$ cat src/rtl/hera_regf_lq.sv
// hera_regf_lq: HERA register file with in-order outstanding-load queue, forwarding, window shift and mul high-word path
module hera_regf_lq #(
  parameter int DW       = 16,
  parameter int AW       = 4,
  parameter int LQ_DEPTH = 2,
  parameter int WIN_BASE = 13
) (
  input  logic                            clk,
  input  logic                            rst,
  input  logic [AW-1:0]                   rsa,
  input  logic [AW-1:0]                   rsb,
  input  logic [AW-1:0]                   rd,
  input  logic                            wr_en,
  input  logic [DW-1:0]                   wr_data,
  input  logic                            mul_en,
  input  logic [DW-1:0]                   mul_hi,
  input  logic                            ld_issue,
  output logic                            ld_rdy,
  input  logic                            ld_ret,
  input  logic [DW-1:0]                   ld_data,
  input  logic                            call_en,
  input  logic                            ret_en,
  input  logic [DW-1:0]                   call_inc,
  input  logic [DW-1:0]                   ret_data,
  output logic [DW-1:0]                   rsa_data,
  output logic [DW-1:0]                   rsb_data,
  output logic                            stall_a,
  output logic                            stall_b,
  output logic [2:0]                      load_flags,
  output logic [$clog2(LQ_DEPTH+1)-1:0]   lq_count,
  output logic                            lq_ovf
);
  localparam int NREGS = 2**AW;
  localparam int CW    = $clog2(LQ_DEPTH+1);
  localparam int PW    = (LQ_DEPTH > 1) ? $clog2(LQ_DEPTH) : 1;
  localparam int W0    = WIN_BASE;
  localparam int W1    = WIN_BASE + 1;
  localparam int W2    = WIN_BASE + 2;

  if (WIN_BASE + 2 >= NREGS || WIN_BASE < 1) begin : g_bad_win
    $error("hera_regf_lq: WIN_BASE window does not fit the register file");
  end
  if (LQ_DEPTH < 1 || (LQ_DEPTH & (LQ_DEPTH - 1)) != 0) begin : g_bad_depth
    $error("hera_regf_lq: LQ_DEPTH must be a power of two >= 1");
  end

  logic [DW-1:0]       regs_q [NREGS];
  logic [DW-1:0]       regs_d [NREGS];
  logic [AW-1:0]       tags_q [LQ_DEPTH];
  logic [AW-1:0]       tags_d [LQ_DEPTH];
  logic [LQ_DEPTH-1:0] vld_q, vld_d, live;
  logic [PW-1:0]       head_q, head_d, tail_q, tail_d;
  logic [CW-1:0]       count_q, count_d;
  logic                ovf_q, ovf_d;
  logic                ret, issue_ok;
  logic [AW-1:0]       head_tag;

  function automatic logic [PW-1:0] nxt(input logic [PW-1:0] p);
    nxt = (p == PW'(LQ_DEPTH - 1)) ? '0 : p + 1'b1;
  endfunction

  assign head_tag   = tags_q[head_q];
  assign ret        = ld_ret & (count_q != '0);
  assign ld_rdy     = (count_q < CW'(LQ_DEPTH)) | ld_ret;
  assign issue_ok   = ld_issue & ld_rdy;
  assign rsa_data   = (ret && head_tag == rsa && rsa != '0) ? ld_data : regs_q[rsa];
  assign rsb_data   = (ret && head_tag == rsb && rsb != '0) ? ld_data : regs_q[rsb];
  assign load_flags = ret ? {1'b1, ld_data[DW-1], |ld_data} : 3'b000;
  assign lq_count   = count_q;
  assign lq_ovf     = ovf_q;

  // hazard detect: any queued load still pending after this cycle's retire
  always_comb begin
    live    = '0;
    stall_a = 1'b0;
    stall_b = 1'b0;
    for (int j = 0; j < LQ_DEPTH; j++) begin
      live[j] = vld_q[j] && !(ret && PW'(j) == head_q);
      stall_a = stall_a | (live[j] && tags_q[j] == rsa && rsa != '0);
      stall_b = stall_b | (live[j] && tags_q[j] == rsb && rsb != '0);
    end
  end

  // register next state; later assignments take priority: shift < retire < alu < mul, R0 pinned
  always_comb begin
    regs_d = regs_q;
    if (call_en) begin
      regs_d[W0] = regs_q[W1];
      regs_d[W1] = regs_q[W2];
      regs_d[W2] = regs_q[W2] + call_inc;
    end else if (ret_en) begin
      regs_d[W2] = regs_q[W1];
      regs_d[W1] = regs_q[W0];
      regs_d[W0] = ret_data;
    end
    if (ret) regs_d[head_tag] = ld_data;
    if (wr_en) regs_d[rd] = wr_data;
    if (mul_en) regs_d[W0] = mul_hi;
    regs_d[0] = '0;
  end

  // load queue: pop head on retire, then push tail so issue+retire at full reuses the slot
  always_comb begin
    tags_d = tags_q;
    vld_d  = vld_q;
    head_d = head_q;
    tail_d = tail_q;
    if (ret) begin
      vld_d[head_q] = 1'b0;
      head_d        = nxt(head_q);
    end
    if (issue_ok) begin
      tags_d[tail_q] = rd;
      vld_d[tail_q]  = 1'b1;
      tail_d         = nxt(tail_q);
    end
    count_d = count_q + CW'(issue_ok) - CW'(ret);
    ovf_d   = ovf_q | (ld_issue & ~ld_rdy);
  end

  // state registers with asynchronous active-low reset
  always_ff @(posedge clk or negedge rst) begin
    if (!rst) begin
      regs_q  <= '{default: '0};
      tags_q  <= '{default: '0};
      vld_q   <= '0;
      head_q  <= '0;
      tail_q  <= '0;
      count_q <= '0;
      ovf_q   <= 1'b0;
    end else begin
      regs_q  <= regs_d;
      tags_q  <= tags_d;
      vld_q   <= vld_d;
      head_q  <= head_d;
      tail_q  <= tail_d;
      count_q <= count_d;
      ovf_q   <= ovf_d;
    end
  end
endmodule

$ cat config.mk
export PLATFORM = sky130hd
export DESIGN_NAME = hera_regf_lq
export DESIGN_NICKNAME = d
export VERILOG_FILES = /design/src/rtl/hera_regf_lq.sv
export SDC_FILE = /design/constraint.sdc
export NUM_CORES = 1
export LEC_CHECK = 0
export ABC_AREA = 1
export BUFFER_PORTS_ARGS = -buffer_cell sky130_fd_sc_hd__buf_2
export CORE_ASPECT_RATIO = 1.4
export CORE_MARGIN = 8
export CORE_UTILIZATION = 35
export DETAILED_ROUTE_END_ITERATION = 8
export REMOVE_ABC_BUFFERS = 1
export SYNTH_ARGS = -nofsm -noshare
export SYNTH_HDL_FRONTEND = slang
export SYNTH_SLANG_ARGS = --single-unit
export TNS_END_PERCENT = 5
$ cat constraint.sdc
create_clock -name clk -period 2.8 [get_ports clk]
set_clock_uncertainty 0.15 [all_clocks]
set_input_delay 0 -clock clk [delete_from_list [all_inputs] [get_ports clk]]
set_output_delay 0 -clock clk [all_outputs]
set_load 0.02 [all_outputs]
# After elaboration in Yosys (flattened, before gate mapping)
# Cells that the tools add are included.
dict set report word_totals {
  wordCells 126
  output_inout_bits 41
  inputBits 100
  memories 0
  rom_bits 0
  reg_bits 255
  latchBits 0
  mem_bits_rw 0
}
dict set report classes {
  n_eq_ne 6
  n_mul 0
  shift 0
  magnitude_cmp 14
  bitwise_logic 18
  n_reduce_logical 27
  n_mux 34
  div 0
  n_addsub 5
}
# operator count
set ops {}
lappend ops {{bitwise mux 256 bit} 2}
lappend ops {{2-to-1 mux 256 bit} 1}
lappend ops {{2-to-1 mux 240 bit} 1}
lappend ops {{2-to-1 mux 16 bit} 9}
lappend ops {{binary-select mux 16 bit (select 4 bit)} 2}
lappend ops {{demux 16 bit (select 4 bit)} 2}
lappend ops {{2-to-1 mux 48 bit} 2}
lappend ops {{== test 4 bit} 6}
lappend ops {{logical AND 1 bit} 21}
lappend ops {{greater-or-equal comparator 5 bit (second input constant)} 4}
lappend ops {{NOT 4 -> 5 bit} 4}
lappend ops {{adder 16 bit} 1}
lappend ops {{2-to-1 mux 4 bit} 4}
lappend ops {{OR reduction 16 bit} 1}
lappend ops {{less-than comparator 5 x 1 -> 1 bit (second input constant)} 2}
lappend ops {{bitwise mux 8 bit} 1}
lappend ops {{nonzero test 4 bit} 2}
lappend ops {{demux 4 bit (select 1 bit)} 1}
lappend ops {{greater-or-equal comparator 2 bit (second input constant)} 2}
lappend ops {{less-than comparator 1 x 2 -> 1 bit (second input constant)} 2}
lappend ops {{2-to-1 mux 1 bit} 4}
lappend ops {{2-to-1 mux 2 bit} 2}
lappend ops {{NOT 1 -> 2 bit} 2}
lappend ops {{bitwise OR 1 bit} 4}
lappend ops {{other kinds (15)} 22}

# Longest topological paths before layout
dict set report logic_depth {
  word_depth 14
  depth_mapped 13
  depth_no_buf 13
}

# Worst setup path after synthesis
# OpenSTA, ideal clock, no wires.
dict set report synth_timing {
  path_kind {register to output}
  startpoint {register count_q[1], in the netlist lq_count[1]}
  endpoint {output rsa_data[10]}
  required_ps 2650
  arrival_ps 1941
  stages_incl_launch_ff 9
  path_buffers 2
  path_slack_ps 709
  cell_sequence {dfrtp_1 o21ai_1 buf_2 inv_1 o21ai_0 nor2_1 nand3_1 clkbuf_1 o21ai_0}
}
dict set report synth_between {
  elab_chain_cells 5
}
# element line
set synth_rtl {}
lappend synth_rtl {{start: declaration} 53} ;# logic [CW-1:0] count_q, count_d;
lappend synth_rtl {{start signal: assignment} 137} ;# count_q <= count_d;
lappend synth_rtl {{nonzero test 2 bit} 63} ;# assign ret = ld_ret & (count_q != '0);
lappend synth_rtl {{bitwise AND 1 bit} 63}
lappend synth_rtl {{net ret} 55} ;# logic ret, issue_ok;
lappend synth_rtl {{logical AND 1 bit (2 in a row)} 66} ;# assign rsa_data = (ret && head_tag == rsa && rsa != '0) ? ld_data : regs_q[rsa];
lappend synth_rtl {{2-to-1 mux 16 bit} 66}
lappend synth_rtl {{end: declaration} 25} ;# output logic [DW-1:0] rsa_data,
# The timed path passes the listed nets, and every way through them passes these cells.

# Worst setup path after layout
dict set report layout_timing {
  startpoint {register head_q}
  endpoint {output rsa_data[0]}
}
dict set report layout_between {
  elab_chain_cells 8
}
# element line
set layout_rtl {}
lappend layout_rtl {{start: declaration} 52} ;# logic [PW-1:0] head_q, head_d, tail_q, tail_d;
lappend layout_rtl {{start signal: assignment} 127} ;# head_q <= '0;
lappend layout_rtl {{start signal: assignment} 135} ;# head_q <= head_d;
lappend layout_rtl {{NOT 1 -> 2 bit (not written as such)} 62} ;# assign head_tag = tags_q[head_q];
lappend layout_rtl {{2-to-1 mux 4 bit (not written as such) (3 in a row)} 62}
lappend layout_rtl {{== test 4 bit} 66}
lappend layout_rtl {{logical AND 1 bit (2 in a row)} 66}
lappend layout_rtl {{2-to-1 mux 16 bit} 66}
# No other way between the ends. The select of a mux whose other input is x is not followed.

==> out/summary.txt <==
Status: completed
Leakage: 0.0104 µW
Root buffer selected by CTS: clkbuf_16
Final wirelength: 90,600 µm
Initial antenna violation count: 3
Core Util, Final: 42.4%
Post-Synth Adder-Cell Area: 1.25%
Placement Cell Area: 0.0200 mm²
Placed Instances: 3,558
Global-route wire length before repair: 132,000 µm
Die width: 211 µm
# port buffers: 140
Synth-to-layout area growth: 20.6%
Synth Area in Compound Gates: 26.6%
Reg clk slew, reported paths: 0.06 ns
Clock sink total: 255
Max frequency: 0.368 GHz
CP Buf/Inv Count: 4
Largest area contributor in the netlist: dfrtp_1
# Post-CTS Setup Buffers: 0
Critical Path AT: 2.57 ns
XOR/XNOR Fraction of Synth Area: 1.18%
Peak VDD IR: 0.446 mV
Multiplexer area fraction after synthesis: 0%
Final setup vio count: 0
I/O pins: 141
CORE AREA: 0.0528 mm²
Fin. Hold Viols: 0
Peak fanout along the critical path: 8
Mapped Cells: 2,862
Final std cells w/o fill: 3,734
Vias per cell: 5.95
Post-DR wirelength/cell: 24.3 µm
Vias in the first global route: 21,400
Cell variety after synth: 35
Max_cap viols: 0
CP startpoint kind: register
Synth Cell Area: 0.0186 mm²
Placer Congestion: 0.931
CTS tree: done
CP Capture Type: output pin
Largest net degree at the start of global routing: 62
Die H: 289 µm
Die Area: 0.0608 mm²
Final HPWL DP: 55,000 µm
Clock Tree Buf Depth: 3
Vias: 22,200
Pwr dens: 880 mW/mm²
Synth Area in Simple Gates: 27.0%
Sequential power share: 34.6%
Antenna Nets Post-Route: 0
Tightest Pin Transition: 1.06 ns
Synth top area share: 34.4%
Ys Warns: 0
Critical path type: register to output pin
Main combinational cell family by area after synthesis: simple AND/OR/NAND/NOR gates
DRT iter0 DRCs: 3,032
Global route overflow: 0
Sw power: 8490 µW
Fillers: 5,636
Critical Path Max Stage Delay: 0.44 ns
Row Count: 100
#FFs+latches synth: 255
DRC viols: 0
H-tree depth: 1
Final Cycle Share: 97.2%
Worst path slowest cell: dfrtp_2
Rel. slew slack: 29.3%
Largest delay share family, worst path: buffers and inverters
Internal Power: 11,200 µW
Clock buffer count from CTS: 29
Area contributors post-synth: dfrtp_1 (34%), nand2_1 (15%), a21oi_1 (9.4%)
Switching share of power: 43.1%
Overall Global Routing Usage: 28.5%
Syn_area_per_cell: 6.49 µm²
Register area share after synthesis: 34.4%
Finished Cell Area: 0.0224 mm²
Crit path cell chain: inv_4, nand2_1, o21ai_4, inv_2, o21ai_0, nor2_1, nand3_4, clkbuf_16, o21ai_1, buf_4
Worst EP required: 2.65 ns
Max-slew violation count: 0
Layout cell share with drive strength beyond 1: 10.6%
Drt pass-1 iters: 9
Crit path time final: 2.72 ns
Clk pwr share: 20.9%
Hold Crit Class: input port to register
Effective utilization at floorplan: 35.2%
Final-stage net count: 3,116
Skew-Pair Late Insertion Delay: 0.59 ns
Share of total power in combinational logic: 44.5%
RSZ-0062 raised after global routing: yes
-- sequential cells by signal (all words and copies together), names as in the netlist --
name and flops:
lq_ovf 1, lq_count 2, tail_q 1, tags_q 8
vld_q 2, head_q 1, regs_q 240
-- stage by stage --
step	hold slack, ns	power (µW)	worst slack [ns]	TNS, ns
floorplan	-0.446	12100	-0.217	-6.05
global placement	-0.145	14600	0.578	0
detailed placement	-0.143	14900	0.587	0
CTS	0.0918	19400	0.0207	0
global route	0.176	21000	-0.0147	-0.113
finish	0.0879	19700	0.0790	0
-- path summary, 6_finish.rpt --
check,start,end,slack [ns],cells past startpoint
min reg2reg,tail_q$_DFFE_PN0P_,tail_q$_DFFE_PN0P_,0.36,2
min in group asynchronous,rst,regs_q[112]$_DFF_PN0_,0.46,4
min,call_inc[2],regs_q[2]$_DFF_PN0_,0.09,7
max in group asynchronous,rst,regs_q[159]$_DFF_PN0_,1.70,4
max,head_q$_DFFE_PN0P_,rsa_data[0],0.08,10
max reg2reg,regs_q[0]$_DFF_PN0_,regs_q[4]$_DFF_PN0_,0.10,11
-- worst reg2reg max path, cell delays in order, from the launching register on --
cell	delay, ns
dfrtp_1	0.40
ha_2	0.20
fa_2	0.35
nand2_2	0.09
nand2_1	0.08
and2_1	0.18
or2_2	0.28
nand3_1	0.08
dlygate4sd3_1	0.56
nand3_1	0.07
nand3_1	0.07
o21ai_0	0.07
-- power groups by stage --
stage	logic (µW)	clock network (µW)	registers (µW)
6_report	8770	4110	6820
5_1_grt	9790	4260	6970
2_1_floorplan	5710	0	6370
3_5_place_dp	8080	0	6790
4_1_cts	8480	4140	6740
3_3_place_gp	7850	0	6730
-- metal layers --
layer | part of all wire, % | wire (µm) | GRT usage [%]
met2 | 45 | 40500 | 45.5
met5 | 0.014 | 13 | 0
met3 | 11 | 10200 | 5.43
met1 | 37 | 33100 | 34.6
met4 | 7.5 | 6770 | 18.9
-- what timing repair did --
action                                  4_1_cts  5_1_grt
gates resized for setup                       0       37
endpoints found under the setup margin        0       63
hold buffers                                120        0
hold endpoints to repair                    510        0
-- synthesized netlist by cell type, drive strengths merged --
| master | n |
|---|---|
| nor2 | 288 |
| a211oi | 4 |
| a31oi | 17 |
| clkbuf | 147 |
| inv | 195 |
| a41oi | 1 |
| nand3b | 2 |
| nand2 | 749 |
| clkinv | 13 |
| nor4 | 6 |
| o21ai | 271 |
| or2 | 3 |
| and2 | 1 |
| xor2 | 14 |
| dfrtp | 255 |
| nand4 | 27 |
| buf | 98 |
| o22ai | 2 |
| fa | 1 |
| a31o | 1 |
| ha | 17 |
| o211ai | 223 |
| a21oi | 347 |
| xnor2 | 11 |
| nand3 | 156 |
| nor3 | 13 |
-- cells in the final DEF (no fill, tap or decap), types with 119 or more instances in the layout --
| cell | count |
|---|---|
| nor2_1 | 281 |
| inv_1 | 189 |
| o211ai_1 | 223 |
| nand2_1 | 746 |
| dlygate4sd3_1 | 119 |
| a21oi_1 | 345 |
| buf_2 | 129 |
| dfrtp_1 | 253 |
| nand3_1 | 154 |
| o21ai_0 | 227 |
-- cell families after synthesis --
group,count (synthesis)
and+or+nand+nor,1245
adders and majority gates,18
buffers and inverters,453
AOI/OAI and AO/OA,866
DFF,255
xor gates and xnor gates,25
-- area by class of cell --
type	count	area [µm²]	area share [%]
clock buffer	37	826	3.69
clock inverter	15	159	0.709
multi-input combinational	2154	10500	46.9
timing repair buffer	350	2840	12.7
inverter	208	783	3.50
tap	714	893	3.99
sequential	255	6380	28.5
antenna	1	2.50	0.0112
(Power assumes the default switching activity.)
